**config.mk**
```make
export PLATFORM = sky130hd
export DESIGN_NAME = booth_pp_gen_flat
export DESIGN_NICKNAME = d
export VERILOG_FILES = /design/src/rtl/booth_pp_gen_if.sv /design/src/rtl/booth_pp_gen.sv /design/src/flat_wrapper.sv
export SDC_FILE = /design/constraint.sdc
export NUM_CORES = 1
export LEC_CHECK = 0
export CAP_MARGIN = 20
export CORE_MARGIN = 1
export CORE_UTILIZATION = 40
export DETAILED_ROUTE_END_ITERATION = 12
export HOLD_SLACK_MARGIN = 0.02
export SLEW_MARGIN = 25
export SYNTH_ARGS = -nofsm -noshare
export SYNTH_HDL_FRONTEND = slang
export SYNTH_SLANG_ARGS = --single-unit
```
**constraint.sdc**
```tcl
create_clock -name clk -period 9.02 [get_ports clk]
set_clock_uncertainty 0.2 [all_clocks]
set_input_delay 0.902 -clock clk [delete_from_list [all_inputs] [get_ports clk]]
set_output_delay 0.902 -clock clk [all_outputs]
set_load 0.02 [all_outputs]
```
**src/rtl/booth_pp_gen_if.sv**
```systemverilog
`default_nettype none
// ============================================================================
//  Module   : booth_pp_gen_if
//  Brief    : Operand-in / partial-product-out handshake bundle for booth_pp_gen.
//  Revision : 1.0  initial release
// ============================================================================
interface booth_pp_gen_if;
    logic        in_valid;
    logic        in_ready;
    logic [15:0] op_a;
    logic [15:0] op_b;
    logic        out_valid;
    logic        out_ready;
    logic [31:0] pp0;
    logic [31:0] pp1;
    logic [31:0] pp2;
    logic [31:0] pp3;
    logic [31:0] pp4;
    logic [31:0] pp5;
    logic [31:0] pp6;
    logic [31:0] pp7;
    logic        busy;

    modport master (
        output in_valid, op_a, op_b, out_ready,
        input  in_ready, out_valid, busy,
        input  pp0, pp1, pp2, pp3, pp4, pp5, pp6, pp7
    );

    modport slave (
        input  in_valid, op_a, op_b, out_ready,
        output in_ready, out_valid, busy,
        output pp0, pp1, pp2, pp3, pp4, pp5, pp6, pp7
    );
endinterface
`default_nettype wire

```
**src/rtl/booth_pp_gen.sv**
```systemverilog
`default_nettype none
// ============================================================================
//  Module   : booth_pp_gen
//  Brief    : Two-stage pipelined radix-4 Booth partial-product generator,
//             16x16 signed operands, eight sign-extended 32-bit products.
//  Revision : 1.0  initial release
// ============================================================================
module booth_pp_gen (
    input  wire logic     clk,
    input  wire logic     rst_n,
    booth_pp_gen_if.slave bus
);
    localparam int NUM_PP = 8;

    logic        s1_valid_q;
    logic [15:0] a_q;
    logic [15:0] b_q;
    logic        s2_valid_q;
    logic [31:0] pp_q [NUM_PP];
    logic [31:0] pp_d [NUM_PP];

    logic        adv1;
    logic        adv2;
    logic [16:0] b_ext;
    logic [31:0] a_sx;
    logic [31:0] a_sx2;

    // in_ready depends combinationally on out_ready so a full pipe can
    // drain and refill on the same edge without a bubble.
    always_comb begin
        adv2 = !s2_valid_q | bus.out_ready;
        adv1 = !s1_valid_q | adv2;
    end

    always_comb begin
        b_ext = {b_q, 1'b0};
        a_sx  = {{16{a_q[15]}}, a_q};
        a_sx2 = {a_sx[30:0], 1'b0};
    end

    for (genvar i = 0; i < NUM_PP; i++) begin : g_digit
        logic [2:0] sel;
        always_comb begin
            sel = b_ext[2*i +: 3];
            case (sel)
                3'b001, 3'b010: pp_d[i] = a_sx;
                3'b011:         pp_d[i] = a_sx2;
                3'b100:         pp_d[i] = -a_sx2;
                3'b101, 3'b110: pp_d[i] = -a_sx;
                default:        pp_d[i] = 32'd0;
            endcase
        end
    end

    always_ff @(posedge clk or negedge rst_n) begin
        if (!rst_n) begin
            s1_valid_q <= 1'b0;
            a_q        <= 16'd0;
            b_q        <= 16'd0;
            s2_valid_q <= 1'b0;
            for (int k = 0; k < NUM_PP; k++) begin
                pp_q[k] <= 32'd0;
            end
        end else begin
            if (adv2) begin
                s2_valid_q <= s1_valid_q;
                for (int k = 0; k < NUM_PP; k++) begin
                    pp_q[k] <= pp_d[k];
                end
            end
            if (adv1) begin
                s1_valid_q <= bus.in_valid;
                a_q        <= bus.op_a;
                b_q        <= bus.op_b;
            end
        end
    end

    assign bus.in_ready  = adv1;
    assign bus.out_valid = s2_valid_q;
    assign bus.busy      = s1_valid_q | s2_valid_q;
    assign bus.pp0       = pp_q[0];
    assign bus.pp1       = pp_q[1];
    assign bus.pp2       = pp_q[2];
    assign bus.pp3       = pp_q[3];
    assign bus.pp4       = pp_q[4];
    assign bus.pp5       = pp_q[5];
    assign bus.pp6       = pp_q[6];
    assign bus.pp7       = pp_q[7];
endmodule
`default_nettype wire

```
**src/flat_wrapper.sv**
```systemverilog
// flat-port wrapper written by rule: the top's interface ports become plain ports
module booth_pp_gen_flat 
  (clk, rst_n, bus_in_valid, bus_op_a, bus_op_b, bus_out_ready, bus_in_ready, bus_out_valid, bus_busy, bus_pp0, bus_pp1, bus_pp2, bus_pp3, bus_pp4, bus_pp5, bus_pp6, bus_pp7);
  booth_pp_gen_if bus_i ();
  input  wire logic clk;
  input  wire logic rst_n;
  input wire logic [$bits(bus_i.in_valid)-1:0] bus_in_valid;
  input wire logic [$bits(bus_i.op_a)-1:0] bus_op_a;
  input wire logic [$bits(bus_i.op_b)-1:0] bus_op_b;
  input wire logic [$bits(bus_i.out_ready)-1:0] bus_out_ready;
  output wire logic [$bits(bus_i.in_ready)-1:0] bus_in_ready;
  output wire logic [$bits(bus_i.out_valid)-1:0] bus_out_valid;
  output wire logic [$bits(bus_i.busy)-1:0] bus_busy;
  output wire logic [$bits(bus_i.pp0)-1:0] bus_pp0;
  output wire logic [$bits(bus_i.pp1)-1:0] bus_pp1;
  output wire logic [$bits(bus_i.pp2)-1:0] bus_pp2;
  output wire logic [$bits(bus_i.pp3)-1:0] bus_pp3;
  output wire logic [$bits(bus_i.pp4)-1:0] bus_pp4;
  output wire logic [$bits(bus_i.pp5)-1:0] bus_pp5;
  output wire logic [$bits(bus_i.pp6)-1:0] bus_pp6;
  output wire logic [$bits(bus_i.pp7)-1:0] bus_pp7;
  assign bus_i.in_valid = bus_in_valid;
  assign bus_i.op_a = bus_op_a;
  assign bus_i.op_b = bus_op_b;
  assign bus_i.out_ready = bus_out_ready;
  assign bus_in_ready = bus_i.in_ready;
  assign bus_out_valid = bus_i.out_valid;
  assign bus_busy = bus_i.busy;
  assign bus_pp0 = bus_i.pp0;
  assign bus_pp1 = bus_i.pp1;
  assign bus_pp2 = bus_i.pp2;
  assign bus_pp3 = bus_i.pp3;
  assign bus_pp4 = bus_i.pp4;
  assign bus_pp5 = bus_i.pp5;
  assign bus_pp6 = bus_i.pp6;
  assign bus_pp7 = bus_i.pp7;
  booth_pp_gen u_core (.clk(clk), .rst_n(rst_n), .bus(bus_i));
endmodule
```
==> impl_metrics.toml, run 1 <==
[clock_network]
cts_hold_repair.buffers = 0
postCtsSetupBuffers = 0
post_cts_resize_count = 0
clockBufferDepth = 3
clk_latency_ps = 570
cts_tree = "done"
htreeDepth = 1
number_of_sinks_driven_by_the_clock_tree = 290
clockRootBuffer = "sky130_fd_sc_hd__clkbuf_16"
cts_inserted_buffers = 31
clock_transition_at_the_register_clock_pins_on_the_worst_setup_and_hold_paths_after_cts_ps = 60

[yosys]
post_synth_fa_ha_maj_area_fraction_pct = 0.1662
synthesis.area_per_instance_um2 = 9.268
synth-edff-count = 0
synth.cell_area_um2 = 15060
sequential_fraction_of_the_synthesis_area_pct = 48.18
synth_top_family_by_area = "compound AO/OA/AOI/OAI gates"
netlist_instances = 1625
synth.yosys.warnings = 0
synth-compound-area-share_pct = 24.57
synth_xor_area_share_pct = 3.024
mappedNetlistNets = 1663
ys_types = 73
yosys_register_bits = 290
synth_mux_area_share_pct = 3.348
synth_simple_gate_area_share_pct = 16.04
ys_dominant_reg_cell = "sky130_fd_sc_hd__dfrtp_1"
synthArstFlopShare_pct = 100.0

[timing]
final.setup.worst_slack_ps = 4204
slew_viol_final = 0
slew_headroom_pct = 20.46
totalNegativeSetupSlack_ps = 0
worst_hold_slack_ps = 78.37
hold_viol = 0
fmaxAchievable_mhz = 207.6
setup_viol = 0
finalCritPeriodShare_pct = 53.40
tightestPinTransition_ps = 1185
grt_setup_unrepaired = "no"
min_period_ps = 4816

[cells_and_area]
multi_input_area_um2 = 7168
commonest_cells_after_routing_fill_and_taps_aside = "293 x sky130_fd_sc_hd__clkdlybuf4s50_1, 290 x sky130_fd_sc_hd__dfrtp_1, 250 x sky130_fd_sc_hd__nand2_1"
insertedDiodeCount = 0
synthToLayoutAreaGrowth_pct = 29.01
nFillCells = 3431
post_layout_nonfiller_instances = 2357
drive_above_1_share_pct = 8.419
layout.cells.most_common = "sky130_fd_sc_hd__clkdlybuf4s50_1"
finalInstanceArea_um2 = 19430
layout.area.seq_um2 = 7257
design.final.nets = 1867

[critical_path]
critical_path.startpoint = "bus_out_ready"
required_ps = 7920
startpoint_type = "primary input"
r2r_setup_slk_ps = 4790
reg2regPathDepth = 7
critical_path.endpoint_type = "output port"
timing_worst_setup_path_type = "in -> out"
regToRegEndpoint = "u_core.bus.pp4[15]"
crit_path_end = "bus_in_ready"
cp_data_arrival_time_ps = 3710
regToRegStartpoint = "u_core.a_q[2]"
path_max_fanout = 189

[status]
status = "complete, no violations"

[global_routing]
largest_net_degree_at_the_start_of_global_routing = 190
first_global_vias = 13680
initial_antenna_violation_count = 0
first_pass_grt_wire_length_mm = 86.23
gr-total-overflow = 0
grtUsageTotal_pct = 29.12

[hold_path]
min-delay-path-class = "in -> async"

[detailed_routing]
ant_nets = 0
wirelength_mm = 56.18
drt_drc_violations_left = 0
first_pass_iters = 6
routed-via-count = 14180
drt_iter0_drc = 1604
routedWlPerCell_um = 23.84
vias_per_cell = 6.014

[placed_design]
buffer_ports.inserted = 294
placed_cells = 2299
place_area_um2 = 18340
detailedPlacementHpwl_mm = 38.22
gp_routability_congestion = 0.9453
preCtsSetupSlack_ps = 4129

[floorplan]
die_outline_area_um2 = 38430
initial_core_util_pct = 40.84
vertical_die_dimension_um = 196.0
num_io_pins = 295
core_um2 = 36870
row_count = 70
fp.dieW_um = 196.0

[pwr]
p_leak_nw = 8.354
power.ir.vdd_worst_mv = 0.1378
power_per_cell_area_nw_per_um2 = 254.7

[job]
max_cap_viol_count = 0
report_power, final:
part	switching, mW	internal (mW)	total [mW]
logic	1.08	0.783	1.87
clock network	0.530	0.768	1.30
registers	0.209	1.58	1.79
total	1.82	3.13	4.95
worst min path at each step:
stage	startpoint	endpoint	slack [ps]	depth (start not counted)
finish	rst_n	u_core.bus.pp4[0]	80	1
global route	rst_n	u_core.bus.pp3[0]	100	1
CTS	u_core.bus.pp1[29]	u_core.bus.pp1[29]	270	2
detailed placement	u_core.bus.pp1[29]	u_core.bus.pp1[29]	260	2
global placement	u_core.bus.pp3[29]	u_core.bus.pp3[29]	250	2
floorplan	u_core.s1_valid_q	u_core.bus.out_valid	250	1
layout make-up:
class,count,area share (%)
repair buffers,333,16.91
clock inverters,9,0.5152
well taps,504,3.246
multi-input cells,1160,36.89
flip-flops and latches,290,37.35
inverters,13,0.2511
clock buffers,48,4.836
cells by family (layout without fill, tap and decap cells):
family / after synthesis / in the layout
AOI/OAI and AO/OA: 526 / 526
DFF: 290 / 290
buffers and inverters: 175 / 403
xor gates and xnor gates: 52 / 52
adders and majority gates: 2 / 2
and+or+nand+nor: 533 / 533
muxes: 47 / 47
metrics by stage:
step	power, mW	util, %
2_1_floorplan	2.749	-
3_3_place_gp	3.639	49.73
3_5_place_dp	3.658	49.74
4_1_cts	4.970	52.56
5_1_grt	5.172	52.69
6_report	4.949	52.69
worst max-delay path: stages:
cell and delay, ps:
sky130_fd_sc_hd__clkdlybuf4s50_1 450, sky130_fd_sc_hd__nor2b_4 150, sky130_fd_sc_hd__buf_12 610, sky130_fd_sc_hd__nand2_2 800, sky130_fd_sc_hd__clkdlybuf4s50_1 770
layer usage:
layer | track usage [%] | share of wire [%] | vias to the layer above
met2 | 46.47 | 47 | 719
met3 | 3.008 | 6.3 | 123
met1 | 40.60 | 43 | 7000
met5 | 0 | 0 | -
li1 | - | - | 6333
met4 | 11.78 | 4.1 | 0
cell usage after synthesis, types with 10 or more instances:
| library cell | instances | area (µm²) |
|---|---|---|
| sky130_fd_sc_hd__dfrtp_1 | 290 | 7257 |
| sky130_fd_sc_hd__nand2_1 | 251 | 942.2 |
| sky130_fd_sc_hd__clkbuf_1 | 114 | 427.9 |
| sky130_fd_sc_hd__nor2_1 | 111 | 416.7 |
| sky130_fd_sc_hd__o21ai_0 | 103 | 515.5 |
| sky130_fd_sc_hd__a21oi_1 | 75 | 375.4 |
| sky130_fd_sc_hd__a22oi_1 | 71 | 533.0 |
| sky130_fd_sc_hd__a221oi_1 | 58 | 508.0 |
| sky130_fd_sc_hd__nand3_1 | 46 | 230.2 |
| sky130_fd_sc_hd__a21o_1 | 44 | 330.3 |
| sky130_fd_sc_hd__nor3_1 | 39 | 195.2 |
| sky130_fd_sc_hd__buf_1 | 32 | 120.1 |
| sky130_fd_sc_hd__xnor2_1 | 31 | 271.5 |
| sky130_fd_sc_hd__mux2_2 | 27 | 304.0 |
| sky130_fd_sc_hd__xor2_1 | 21 | 183.9 |
| sky130_fd_sc_hd__mux2i_1 | 20 | 200.2 |
| sky130_fd_sc_hd__a211oi_1 | 19 | 142.6 |
| sky130_fd_sc_hd__a221o_1 | 19 | 190.2 |
| sky130_fd_sc_hd__and2_1 | 18 | 112.6 |
| sky130_fd_sc_hd__o31ai_1 | 17 | 127.6 |
| sky130_fd_sc_hd__nor2b_1 | 16 | 100.1 |
| sky130_fd_sc_hd__a22o_1 | 14 | 122.6 |
| sky130_fd_sc_hd__buf_2 | 12 | 60.06 |
| sky130_fd_sc_hd__o22ai_1 | 12 | 75.07 |
| sky130_fd_sc_hd__a222oi_1 | 11 | 110.1 |
| sky130_fd_sc_hd__o21ai_1 | 11 | 55.05 |
| sky130_fd_sc_hd__a31oi_1 | 10 | 62.56 |
state kept, by name, summed over array words and instances (netlist names):
register,count
u_core.bus.pp7,32
u_core.bus.out_valid,1
u_core.bus.pp6,32
u_core.bus.pp3,32
u_core.bus.pp0,32
u_core.bus.pp2,32
u_core.s1_valid_q,1
u_core.bus.pp5,32
u_core.a_q,16
u_core.bus.pp1,32
u_core.b_q,16
u_core.bus.pp4,32
Note: power is estimated with default switching activity, not from simulation.
==> run 2: changes to the inputs <==
--- a/config.mk
+++ b/config.mk
@@ -10,6 +10,7 @@
 export CORE_UTILIZATION = 40
 export DETAILED_ROUTE_END_ITERATION = 12
 export HOLD_SLACK_MARGIN = 0.02
+export PLACE_DENSITY = 0.67
 export SLEW_MARGIN = 25
 export SYNTH_ARGS = -nofsm -noshare
 export SYNTH_HDL_FRONTEND = slang
==> constraint.sdc (replaced) <==
create_clock -name clk -period 3.9 [get_ports clk]
set_clock_uncertainty 0.2 [all_clocks]
set_input_delay 0.39 -clock clk [delete_from_list [all_inputs] [get_ports clk]]
set_output_delay 0.39 -clock clk [all_outputs]
set_load 0.02 [all_outputs]
==> impl_metrics.toml, run 2 (same netlist as run 1, synthesis figures left out) <==
[status]
status = "complete, no violations"

[cells_and_area]
drive_above_1_share_pct = 10.40
layout.cells.most_common = "sky130_fd_sc_hd__clkdlybuf4s50_1"
synthToLayoutAreaGrowth_pct = 31.44
design.final.nets = 1919
commonest_cells_after_routing_fill_and_taps_aside = "293 x sky130_fd_sc_hd__clkdlybuf4s50_1, 290 x sky130_fd_sc_hd__dfrtp_1, 250 x sky130_fd_sc_hd__nand2_1"
insertedDiodeCount = 0

[clock_network]
clock_transition_at_the_register_clock_pins_on_the_worst_setup_and_hold_paths_after_cts_ps = 60
htreeDepth = 2
post_cts_resize_count = 0
clockBufferDepth = 3
clockRootBuffer = "sky130_fd_sc_hd__clkbuf_16"
cts_inserted_buffers = 34
cts_hold_repair.buffers = 1
number_of_sinks_driven_by_the_clock_tree = 290
cts_tree = "done"
postCtsSetupBuffers = 0
clk_latency_ps = 530

[floorplan]
die_outline_area_um2 = 38430
row_count = 70
core_um2 = 36870
initial_core_util_pct = 40.84
fp.dieW_um = 196.0
num_io_pins = 295
vertical_die_dimension_um = 196.0

[placed_design]
detailedPlacementHpwl_mm = 40.61
buffer_ports.inserted = 294
gp_routability_congestion = 0.9658

[critical_path]
critical_path.endpoint_type = "flop"
startpoint_type = "flop"
path_max_fanout = 17
worst_path_dominant_cell_family = "simple AND/OR/NAND/NOR gates"
critical_path.n_buffers_inverters = 2
critPathSlowestCell = "sky130_fd_sc_hd__or4b_4"
timing_worst_setup_path_type = "reg -> reg"
cp_num_cells = 8
path_cells = "inv_1 -> ha_1 -> or4b_4 -> nor3_4 -> a21oi_2 -> buf_4 -> a211oi_2 -> nand2_1"
r2r_setup_slk_ps = 490
required_ps = 4070
regToRegEndpoint = "u_core.bus.pp3[17]"
cp_data_arrival_time_ps = 3580
regToRegStartpoint = "u_core.a_q[1]"
critical_path.max_stage_delay_ps = 520
reg2regPathDepth = 8

[timing]
totalNegativeSetupSlack_ps = 0
hold_viol = 0
worst_hold_slack_ps = 183.7
slew_headroom_pct = 21.83
finalCritPeriodShare_pct = 87.48
slew_viol_final = 0
min_period_ps = 3412
setup_viol = 0
fmaxAchievable_mhz = 293.1
tightestPinTransition_ps = 1164
grt_setup_unrepaired = "no"

[pwr]
power_per_cell_area_nw_per_um2 = 589.9
pwr-share-clk_pct = 26.8
netSwitchingPower_mw = 4.302
intPower_mw = 7.376
comb_power_share_pct = 37.5
power.ir.vdd_worst_mv = 0.3570
pwr-share-seq_pct = 35.7
p_leak_nw = 8.600
switching_share_pct = 36.84

[hold_path]
min-delay-path-class = "in -> async"

[global_routing]
gr-total-overflow = 0
grtUsageTotal_pct = 29.93
first_global_vias = 14120
largest_net_degree_at_the_start_of_global_routing = 109
initial_antenna_violation_count = 0
first_pass_grt_wire_length_mm = 88.01

[detailed_routing]
routedWlPerCell_um = 23.92
ant_nets = 0
drt_drc_violations_left = 0
drt_iter0_drc = 1798
wirelength_mm = 57.57
routed-via-count = 14640
first_pass_iters = 6
vias_per_cell = 6.083

[job]
max_cap_viol_count = 0
==> run 2: cell count changes in the layout (fill, tap and decap cells not counted), sizes merged <==
| cell | before | now |
|---|---|---|
| buf | 40 | 88 |
| bufinv | 2 | 1 |
| inv | 9 | 11 |
| clkinvlp | 2 | 0 |
| clkbuf | 48 | 52 |
| dlygate4sd3 | 0 | 1 |
| clkinv | 9 | 7 |
==> run 2: power by group through the flow <==
| stage | registers (mW) | logic, mW | clock network [mW] |
|---|---|---|---|
| floorplan | 4.78 | 1.58 | 0 |
| global placement | 4.19 | 4.30 | 0 |
| detailed placement | 4.20 | 4.34 | 0 |
| CTS | 4.16 | 4.36 | 3.19 |
| global route | 4.24 | 4.63 | 3.31 |
| finish | 4.17 | 4.38 | 3.14 |
==> run 2: worst max-delay path by stage <==
| stage | startpoint | end | slack (ps) |
|---|---|---|---|
| finish | u_core.a_q[1] | u_core.bus.pp3[17] | 490 |
| global route | u_core.a_q[1] | u_core.bus.pp3[17] | 310 |
| CTS | u_core.a_q[1] | u_core.bus.pp3[17] | 540 |
| detailed placement | u_core.a_q[1] | u_core.bus.pp3[16] | 580 |
| global placement | u_core.a_q[1] | u_core.bus.pp3[16] | 720 |
| floorplan | u_core.a_q[13] | u_core.bus.pp0[15] | 960 |
==> run 2: layout make-up <==
type                    instances  area [µm²]
inverters                      13       48.80
clock inverters                 6       62.56
multi-input cells            1160        7129
clock buffers                  52        1020
fillers                      3362       17080
well taps                     504       630.6
flip-flops and latches        290        7257
repair buffers                382        3649
==> run 2: layer usage <==
layer  vias to the layer above  wire, µm  GRT usage (%)
li1                       6419         -              -
met1                      7218     23540          40.54
met2                       840     26510          46.67
met3                       164      4827          5.432
met4                         0      2695          13.69
met5                         -         0              0
==> run 2: stage by stage <==
step	total power, mW	utilization [%]	setup WS, ps	instances	cell area (µm²)
2_1_floorplan	6.359	-	962.0	1625	15060
3_3_place_gp	8.493	50.73	725.0	2348	18700
3_5_place_dp	8.541	50.73	575.6	2348	18700
4_1_cts	11.71	53.69	540.5	2407	19800
5_1_grt	12.18	53.69	305.9	2407	19800
6_report	11.68	53.69	488.2	2407	19800
